### src/rtl/uart_rx_fifo_if.sv
// uart_rx_fifo_if -- byte-stream handshake around the receive FIFO.
//
// Carries both sides of the data path through the buffer:
//   rx_done_tick  1     write strobe from the UART receiver
//   rx_dout       DBIT  received byte, valid with rx_done_tick
//   rd_ready      1     consumer accepts the head word
//   rd_data       DBIT  head word (first-word-fall-through)
//   rd_valid      1     head word present (FIFO non-empty)
//
// master: the environment (receiver + consumer) that drives strobes/ready.
// slave : the FIFO that returns the head word and its valid flag.

interface uart_rx_fifo_if #(
   parameter int unsigned DBIT = 8
);
   logic            rx_done_tick;
   logic [DBIT-1:0] rx_dout;
   logic            rd_ready;
   logic [DBIT-1:0] rd_data;
   logic            rd_valid;

   modport master (
      output rx_done_tick,
      output rx_dout,
      output rd_ready,
      input  rd_data,
      input  rd_valid
   );

   modport slave (
      input  rx_done_tick,
      input  rx_dout,
      input  rd_ready,
      output rd_data,
      output rd_valid
   );
endinterface

### src/rtl/uart_rx_fifo.sv
// uart_rx_fifo -- circular receive buffer behind a UART receiver.
//
// Every rx_done_tick stores rx_dout; the oldest stored byte is always shown
// on rd_data (show-ahead) and leaves the buffer when rd_valid & rd_ready.
// A write arriving while full is accepted only if a read frees a slot in
// the same cycle; otherwise it is dropped and the sticky overrun flag set.
//
// Ports:
//   clk          system clock, rising edge
//   reset_n      asynchronous active-low reset
//   bus          handshake interface (slave side), see uart_rx_fifo_if
//   clr_overrun  one-cycle pulse clearing overrun (a same-cycle drop wins)
//   full         count == 2**ADDR_W
//   almost_full  count >= AF_LEVEL (AF_LEVEL in 1..2**ADDR_W)
//   count        stored words, 0..2**ADDR_W
//   overrun      sticky: a byte was dropped because the FIFO was full

module uart_rx_fifo #(
   parameter int unsigned DBIT     = 8,
   parameter int unsigned ADDR_W   = 4,
   parameter int unsigned AF_LEVEL = 12
) (
   input  logic              clk,
   input  logic              reset_n,
   uart_rx_fifo_if.slave     bus,
   input  logic              clr_overrun,
   output logic              full,
   output logic              almost_full,
   output logic [ADDR_W:0]   count,
   output logic              overrun
);

   localparam int unsigned DEPTH = 2 ** ADDR_W;

   typedef logic [ADDR_W-1:0] ptr_t;
   typedef logic [ADDR_W:0]   cnt_t;

   localparam ptr_t PTR_ONE = ptr_t'(1);
   localparam cnt_t CNT_ONE = cnt_t'(1);
   localparam cnt_t CNT_MAX = cnt_t'(DEPTH);
   localparam cnt_t CNT_AF  = cnt_t'(AF_LEVEL);

   logic [DBIT-1:0] mem [DEPTH];
   ptr_t            wr_ptr;
   ptr_t            rd_ptr;

   logic rd_fire;
   logic wr;
   logic drop;

   // Status flags decode the registered count only, so they follow the
   // causing event by one cycle and clear immediately on async reset.
   assign bus.rd_valid = (count != '0);
   assign full         = (count == CNT_MAX);
   assign almost_full  = (count >= CNT_AF);
   assign bus.rd_data  = mem[rd_ptr];

   assign rd_fire = bus.rd_valid & bus.rd_ready;
   // A read in the same cycle frees the slot, so a write while full is
   // still accepted in that case.
   assign wr      = bus.rx_done_tick & (~full | rd_fire);
   assign drop    = bus.rx_done_tick & ~wr;

   // NOTE: storage has no reset; contents are unobservable until written
   // because rd_valid depends on count, which is reset.
   always_ff @(posedge clk) begin
      if (wr) begin
         mem[wr_ptr] <= bus.rx_dout;
      end
   end

   // NOTE: all state uses non-blocking assignments so every register
   // samples the pre-edge values of its neighbours.
   always_ff @(posedge clk or negedge reset_n) begin
      if (!reset_n) begin
         wr_ptr  <= '0;
         rd_ptr  <= '0;
         count   <= '0;
         overrun <= 1'b0;
      end else begin
         if (wr) begin
            wr_ptr <= wr_ptr + PTR_ONE;   // natural wrap at DEPTH
         end
         if (rd_fire) begin
            rd_ptr <= rd_ptr + PTR_ONE;
         end

         unique case ({wr, rd_fire})
            2'b10:   count <= count + CNT_ONE;
            2'b01:   count <= count - CNT_ONE;
            default: count <= count;
         endcase

         // Set has priority over clear so a drop is never lost.
         if (drop) begin
            overrun <= 1'b1;
         end else if (clr_overrun) begin
            overrun <= 1'b0;
         end
      end
   end

endmodule

### src/flat_wrapper.sv
// flat-port wrapper written by rule: the top's interface ports become plain ports
module uart_rx_fifo_flat 
#(
   parameter int unsigned DBIT     = 8,
   parameter int unsigned ADDR_W   = 4,
   parameter int unsigned AF_LEVEL = 12
)
  (clk, reset_n, clr_overrun, full, almost_full, count, overrun, bus_rx_done_tick, bus_rx_dout, bus_rd_ready, bus_rd_data, bus_rd_valid);
  uart_rx_fifo_if #(.DBIT(DBIT)) bus_i ();
  input  logic clk;
  input  logic reset_n;
  input  logic clr_overrun;
  output logic full;
  output logic almost_full;
  output logic [ADDR_W:0] count;
  output logic overrun;
  input wire logic [$bits(bus_i.rx_done_tick)-1:0] bus_rx_done_tick;
  input wire logic [$bits(bus_i.rx_dout)-1:0] bus_rx_dout;
  input wire logic [$bits(bus_i.rd_ready)-1:0] bus_rd_ready;
  output wire logic [$bits(bus_i.rd_data)-1:0] bus_rd_data;
  output wire logic [$bits(bus_i.rd_valid)-1:0] bus_rd_valid;
  assign bus_i.rx_done_tick = bus_rx_done_tick;
  assign bus_i.rx_dout = bus_rx_dout;
  assign bus_i.rd_ready = bus_rd_ready;
  assign bus_rd_data = bus_i.rd_data;
  assign bus_rd_valid = bus_i.rd_valid;
  uart_rx_fifo #(.DBIT(DBIT), .ADDR_W(ADDR_W), .AF_LEVEL(AF_LEVEL)) u_core (.clk(clk), .reset_n(reset_n), .bus(bus_i), .clr_overrun(clr_overrun), .full(full), .almost_full(almost_full), .count(count), .overrun(overrun));
endmodule
### config.mk
export PLATFORM = sky130hd
export DESIGN_NAME = uart_rx_fifo_flat
export DESIGN_NICKNAME = d
export VERILOG_FILES = /design/src/rtl/uart_rx_fifo_if.sv /design/src/rtl/uart_rx_fifo.sv /design/src/flat_wrapper.sv
export SDC_FILE = /design/constraint.sdc
export NUM_CORES = 1
export LEC_CHECK = 0
export CAP_MARGIN = 10
export CELL_PAD_IN_SITES_DETAIL_PLACEMENT = 0
export CELL_PAD_IN_SITES_GLOBAL_PLACEMENT = 1
export CORE_ASPECT_RATIO = 0.7
export CORE_MARGIN = 8
export CORE_UTILIZATION = 49
export CTS_CLUSTER_DIAMETER = 150
export DETAILED_ROUTE_END_ITERATION = 10
export GPL_TIMING_DRIVEN = 0
export PLACE_DENSITY = 0.8
export SYNTH_ARGS = -nofsm -noshare
export SYNTH_HDL_FRONTEND = slang
export SYNTH_SLANG_ARGS = --single-unit
### constraint.sdc
create_clock -name clk -period 3.4 [get_ports clk]
set_input_delay 0.85 -clock clk [delete_from_list [all_inputs] [get_ports clk]]
set_output_delay 0.85 -clock clk [all_outputs]
set_load 0.01 [all_outputs]
==> results.md, run 1 <==
- Outcome: finished, final reports clean
- Area occupied by multi-input gates: 1710 um2
- Power Dens Cells: 844 nW/um2
- Average routed wire per standard cell: 24.0 um
- CP Cell Sequence: buf_6 > buf_12 > mux4_1 > mux4_2 > dlygate4sd2_1
- Dpl hpwl: 8220 um
- Gr ovfl total: 0
- Slew margin rel.: 36.4%
- Initial Utilization: 49.4%
- Synth warn: 0
- I/O pin cnt: 30
- Unrepaired setup endpoints after global routing: false
- Register area share after synthesis: 69.5%
- Port Buffers: 29
- Synth top area share: 63.7%
- Post-synth EDFFs: 128
- Drt total wl: 12,800 um
- Arrival @ worst endpoint: 2.48 ns
- Period utilization: 98.0%
- Num CTS Buffers: 17
- DRC violations left: 0
- Die W: 149 um
- Avg Cell Area, Syn: 19.9 um2
- Startpoint Class: flop
- Cell count after synthesis: 303
- Reg2reg setup slack: 0.53 ns
- Slew Viols, Final: 0
- Post-synth ARST share: 9.86%
- Actual slew at the worst max-slew pin: 0.954 ns
- Max cap viols: 0
- Top cells by area, synth: edfxtp_1 64%, mux4_1 13%, dfrtp_1 5.8%, mux4_2 3.7%, ha_1 1.7%
- Placed cell areas: 6600 um2
- Clock-pin transition on the worst setup and hold timing paths: 0.06 ns
- Layout net count: 380
- Worst hold margin: 0.535 ns
- Vias in the first global route: 3,165
- Clk buf depth: 2
- GPL Wtd Cong: 0.829
- CP max stage cell: mux4_1
- Global-route wire length before repair: 19,400 um
- Final min period: 3.33 ns
- # diodes: 0
- Die ar.: 16,200 um2
- Flip-flop and latch count after synthesis: 142
- Max frequency: 300 MHz
- Required @ worst endpoint: 2.55 ns
- Core area: 12,200 um2
- TritonRoute pass-1 iters: 7
- Clock Tree Root: clkbuf_16
- Share of cells above drive strength 1: 20.2%
- Critical setup path kind: flop to output pin
- TritonCTS clock tree: done
- Storage cell area: 4200 um2
- Area leader, netlist: edfxtp_1
- CP max FO: 10
- Final core occ: 58.6%
- Fin area: 7160 um2
- Synth cell types: 44
- Initial antenna violation count: 0
- TNS Setup: 0 ns
- Initial DRC Count: 293
- Crit end category: output pin
- Max incr delay on CP: 0.59 ns
- Leakage: 0.00244 uW
- Syn nets: 325
- Hold path depth: 2
- Vias after detailed routing: 3,138
- Most common cell in the netlist: edfxtp_1
- Row Count: 34
- Synth-to-Final Area Change: 18.6%
- Fill count: 871
- H-tree depth: 4
- CTS Sinks: 142
- Clk_lat worst skew: 0.42 ns
- Synthesized area: 6040 um2
- Antenna-violating nets left: 0
- CTS Hold Bufs: 0
- Vias/cell: 5.89
- Skew final: 0.00958 ns
- Post-synth top cells: 128 x edfxtp_1, 30 x mux4_1, 14 x dfrtp_1
- GR Util All Layers: 17.0%
- Final Hold Vio Count: 0
- Worst IR Drop VDD: 488 uV
- Reg2reg path depth: 7
- Die H: 109 um
- Main synth FF type: edfxtp_1
- Total Power: 6050 uW
- Hold Crit Class: flop to flop
- Pin count of the biggest net entering global routing: 17
- Setup violators final: 0
[flip-flops by register name (all words and copies together), names as in the netlist]
name	cells
u_core.mem	128
u_core.count	5
u_core.rd_ptr	4
u_core.wr_ptr	4
u_core.overrun	1
[timing repair]
action,4_1_cts,5_1_grt
pin swaps,0,0
gates resized for setup,20,7
endpoints found under the setup margin,8,6
hold endpoints to repair,0,0
buffers inserted,0,4
[power by group]
part	internal (uW)	total (uW)	switching [uW]
combinational	1030	2060	1030
sequential	2140	2280	142
clock	1000	1710	705
[metrics by stage]
step	std cells	setup slack [ns]
5_1_grt	533	0.00128
2_1_floorplan	303	0.590
3_5_place_dp	498	-0.257
4_1_cts	529	-0.00317
6_report	533	0.0688
3_3_place_gp	494	-0.732
[layout by cell type, fill, tap and decap left out, types with 3 or more instances in the layout]
cell type,count
a21oi_1,7
and2_1,8
buf_12,3
buf_4,5
buf_6,4
clkbuf_1,6
clkbuf_16,17
clkbuf_2,3
clkdlybuf4s50_1,21
clkinv_4,4
clkinvlp_4,4
dfrtp_1,13
dlygate4sd2_1,8
edfxtp_1,128
ha_1,8
inv_1,9
mux2i_1,3
mux4_1,21
mux4_2,19
nand2_1,10
nand2b_1,3
nor2_1,10
nor4_2,4
o22ai_1,3
xnor2_1,7
[metal layers]
metal	track usage [%]	vias to the layer above	routed length, um	share of wire, %
li1	-	1363	-	-
met1	22.4	1613	5420	42
met2	26.8	147	6020	47
met3	4.27	15	1210	9.4
met4	6.67	0	156	1.2
met5	0	-	0	0
[worst max-delay path, delay by kind of cell, from the launching register on]
family,cells,cell delay (ns)
muxes,2,1.08
buffers and inverters,3,0.63
DFF,1,0.37
[final cells by class]
class / instances / share of cell area, %
multi-input cells: 136 / 23.9
clock buffers: 18 / 5.99
plain buffers: 15 / 1.64
well taps: 162 / 2.83
repair buffers: 37 / 4.91
clock inverters: 14 / 1.69
flip-flops and latches: 142 / 58.6
inverters: 9 / 0.472
[path summary, 6_finish.rpt]
| kind | to | from |
|---|---|---|
| min in group asynchronous | u_core.count[4] | reset_n |
| max in group asynchronous | u_core.rd_ptr[1] | reset_n |
| min | u_core.overrun | u_core.overrun |
| min reg2reg | u_core.overrun | u_core.overrun |
| max | bus_rd_data[0] | u_core.rd_ptr[0] |
| max reg2reg | u_core.count[4] | u_core.count[2] |
[cells by family after synthesis]
group | Yosys count | share of synthesized area, %
mux | 45 | 17.7
xor+xnor | 8 | 1.16
buf+inv | 25 | 2.13
compound gates | 27 | 3.23
simple gates | 47 | 4.35
fa+ha+maj | 9 | 1.99
flops | 142 | 69.5
Power figures use the tool's default switching activity.
==> run 2: changes to the inputs <==
Settings changed: ABC_AREA from default to 0.
==> results of run 2 <==
The final DEF is identical to that of run 1; final timing and power are the same.
==> run 3: changes to the inputs <==
Settings changed: RECOVER_POWER from default to 25.
==> run 3 against run 2 <==
Combinational power about the same. Fmax about the same. First-iteration DRC count grew 1.0%. Core utilization did not move. Cell area unchanged. Global-route usage is the same. Non-clock buffer count is the same. Clock skew shrank 0.00092 ns. Flip-flop and latch count unchanged. Critical endpoint is now bus_rd_data[1].
==> results.md, run 3 (synthesized netlist as in run 1, its figures left out) <==
- Outcome: finished, final reports clean (unchanged)
- Int Pwr: 4170 uW (about the same)
- Post-place setup slack: -0.257 ns (unchanged)
- Final setup margin: 0.0687 ns (was 0.0688 ns)
- Arrival @ worst endpoint: 2.48 ns (about the same)
- CP Launch Point: u_core.rd_ptr[0] (unchanged)
- Critical setup path kind: flop to output pin (unchanged)
- Num CTS Buffers: 17 (unchanged)
- Power Dens Cells: 845 nW/um2 (was 844 nW/um2)
- NetSw: 1880 uW (was 1870 uW)
- Reg2reg setup slack: 0.51 ns (was 0.53 ns)
- Pin count of the biggest net entering global routing: 17 (unchanged)
- Max cap viols: 0 (unchanged)
- Port Buffers: 29 (unchanged)
- TritonRoute pass-1 iters: 5 (was 7)
- Layout net count: 380 (unchanged)
- I/O pin cnt: 30 (unchanged)
- Clk buf depth: 2 (unchanged)
- Dpl hpwl: 8220 um (unchanged)
- Row Count: 34 (unchanged)
- Leakage: 0.00244 uW (about the same)
- Global-route wire length before repair: 19,400 um (unchanged)
- Vias after detailed routing: 3,155 (was 3,138)
- Synth-to-Final Area Change: 18.6% (unchanged)
- Initial Utilization: 49.4% (unchanged)
- Drt total wl: 12,800 um (about the same)
- Reg2reg path depth: 7 (unchanged)
- Gr ovfl total: 0 (unchanged)
- Die ar.: 16,200 um2 (unchanged)
- CP endpoint: bus_rd_data[1] (was bus_rd_data[0])
- Top flop regs: u_core.mem x128, u_core.count x5 (unchanged)
- Worst IR Drop VDD: 488 uV (about the same)
- Vias/cell: 5.92 (was 5.89)
- Vias in the first global route: 3,165 (unchanged)
- Reg2reg start: u_core.count[2] (unchanged)
- TritonCTS clock tree: done (unchanged)
- GR Util All Layers: 17.0% (unchanged)
- Most frequent cells in the layout: 128 x edfxtp_1, 21 x mux4_1, 19 x mux4_2, 17 x clkbuf_16, 16 x clkdlybuf4s50_1 (was 128 x edfxtp_1, 21 x mux4_1, 21 x clkdlybuf4s50_1, 19 x mux4_2, 17 x clkbuf_16)
- GPL Wtd Cong: 0.829 (unchanged)
- Final core occ: 58.6% (unchanged)
- Clock Tree Root: clkbuf_16 (unchanged)
- Unrepaired setup endpoints after global routing: false (unchanged)
- Actual slew at the worst max-slew pin: 0.968 ns (was 0.954 ns)
- Clock-pin transition on the worst setup and hold timing paths: 0.06 ns (about the same)
- Share of cells above drive strength 1: 20.2% (unchanged)
- Number of flip-flops in the largest register: 128 (unchanged)
- Final Hold Vio Count: 0 (unchanged)
- Most common cell after layout, fill and taps aside: edfxtp_1 (unchanged)
- CTS Hold Bufs: 0 (unchanged)
- Clock share of power: 28.1% (was 28.2%)
- Average routed wire per standard cell: 24.1 um (was 24.0 um)
- Sw frac: 31.0% (about the same)
- H-tree depth: 4 (unchanged)
- Die W: 149 um (unchanged)
- Initial DRC Count: 296 (was 293)
- DRC violations left: 0 (unchanged)
- Crit end category: output pin (unchanged)
- Max frequency: 300 MHz (about the same)
- Initial antenna violation count: 0 (unchanged)
- Period utilization: 98.0% (about the same)
- Required @ worst endpoint: 2.55 ns (about the same)
- Hold Crit Class: flop to flop (unchanged)
- CP max FO: 10 (unchanged)
- Setup violators final: 0 (unchanged)
- Slew Viols, Final: 0 (unchanged)
- Final min period: 3.33 ns (about the same)
- Startpoint Class: flop (unchanged)
- Die H: 109 um (unchanged)
- Sequential share of power: 37.7% (was 37.8%)
- Skew final: 0.00865 ns (was 0.00958 ns)
- # diodes: 0 (unchanged)
- Core area: 12,200 um2 (unchanged)
- Reg2reg end: u_core.count[4] (unchanged)
- Top reg by flops: u_core.mem (unchanged)
- CTS Sinks: 142 (unchanged)
- Combinational share of power: 34.1% (was 34.0%)
- Slew margin rel.: 35.5% (was 36.4%)
- Antenna-violating nets left: 0 (unchanged)
- Clk_lat worst skew: 0.42 ns (about the same)
==> run 3: metrics by stage <==
stage	cells	power, uW	hold WS (ns)	cell area [um2]	setup TNS (ns)
global route	533	6310	0.565	7160	0
floorplan	303	3570	0.554	6040	0
finish	533	6050	0.535	7160	0
CTS	529	6020	0.541	7120	-0.00506
global placement	494	4270	0.519	6530	-22.62
detailed placement	498	4370	0.533	6600	-1.64
==> run 3: final cells by class <==
type | instances | area [um2]
inverters | 9 | 33.8
well taps | 162 | 203
multi-input cells | 136 | 1710
clock inverters | 14 | 121
clock buffers | 18 | 429
flip-flops and latches | 142 | 4200
plain buffers | 15 | 118
repair buffers | 37 | 352
fillers | 871 | 5050
==> run 3: worst min-delay path by stage <==
stage | startpoint | end | slack, ns | cells past startpoint
finish | u_core.overrun | u_core.overrun | 0.54 | 2
detailed placement | u_core.overrun | u_core.overrun | 0.53 | 2
global route | u_core.overrun | u_core.overrun | 0.56 | 2
global placement | u_core.overrun | u_core.overrun | 0.52 | 2
CTS | u_core.overrun | u_core.overrun | 0.54 | 2
floorplan | reset_n | u_core.count[0] | 0.55 | 0
==> run 3: metal layers <==
metal	global-route usage, %	part of all wire, %	vias up
li1	-	-	1366
met1	22.4	44	1634
met2	26.8	47	134
met3	4.27	7.5	21
met4	6.67	1.4	0
met5	0	0	-
==> run 3: power groups by stage <==
stage | clock [uW] | sequential, uW | combinational, uW
6_report | 1700 | 2280 | 2060
5_1_grt | 1800 | 2310 | 2200
4_1_cts | 1730 | 2280 | 2010
3_5_place_dp | 0 | 2300 | 2070
3_3_place_gp | 0 | 2280 | 1980
2_1_floorplan | 0 | 2280 | 1300
==> run 3: timing repair <==
action / 4_1_cts / 5_1_grt
endpoints found under the setup margin: 8 / 6
endpoints found under the hold margin: 0 / 0
resized for setup: 20 / 7
buffers inserted: 0 / 4
==> run 3: worst max-delay path, cell delays in order, from the launching register on <==
cell and delay [ns]:
dfrtp_1 0.37, buf_6 0.17, buf_12 0.16, mux4_2 0.56, mux4_2 0.51, dlygate4sd2_1 0.30
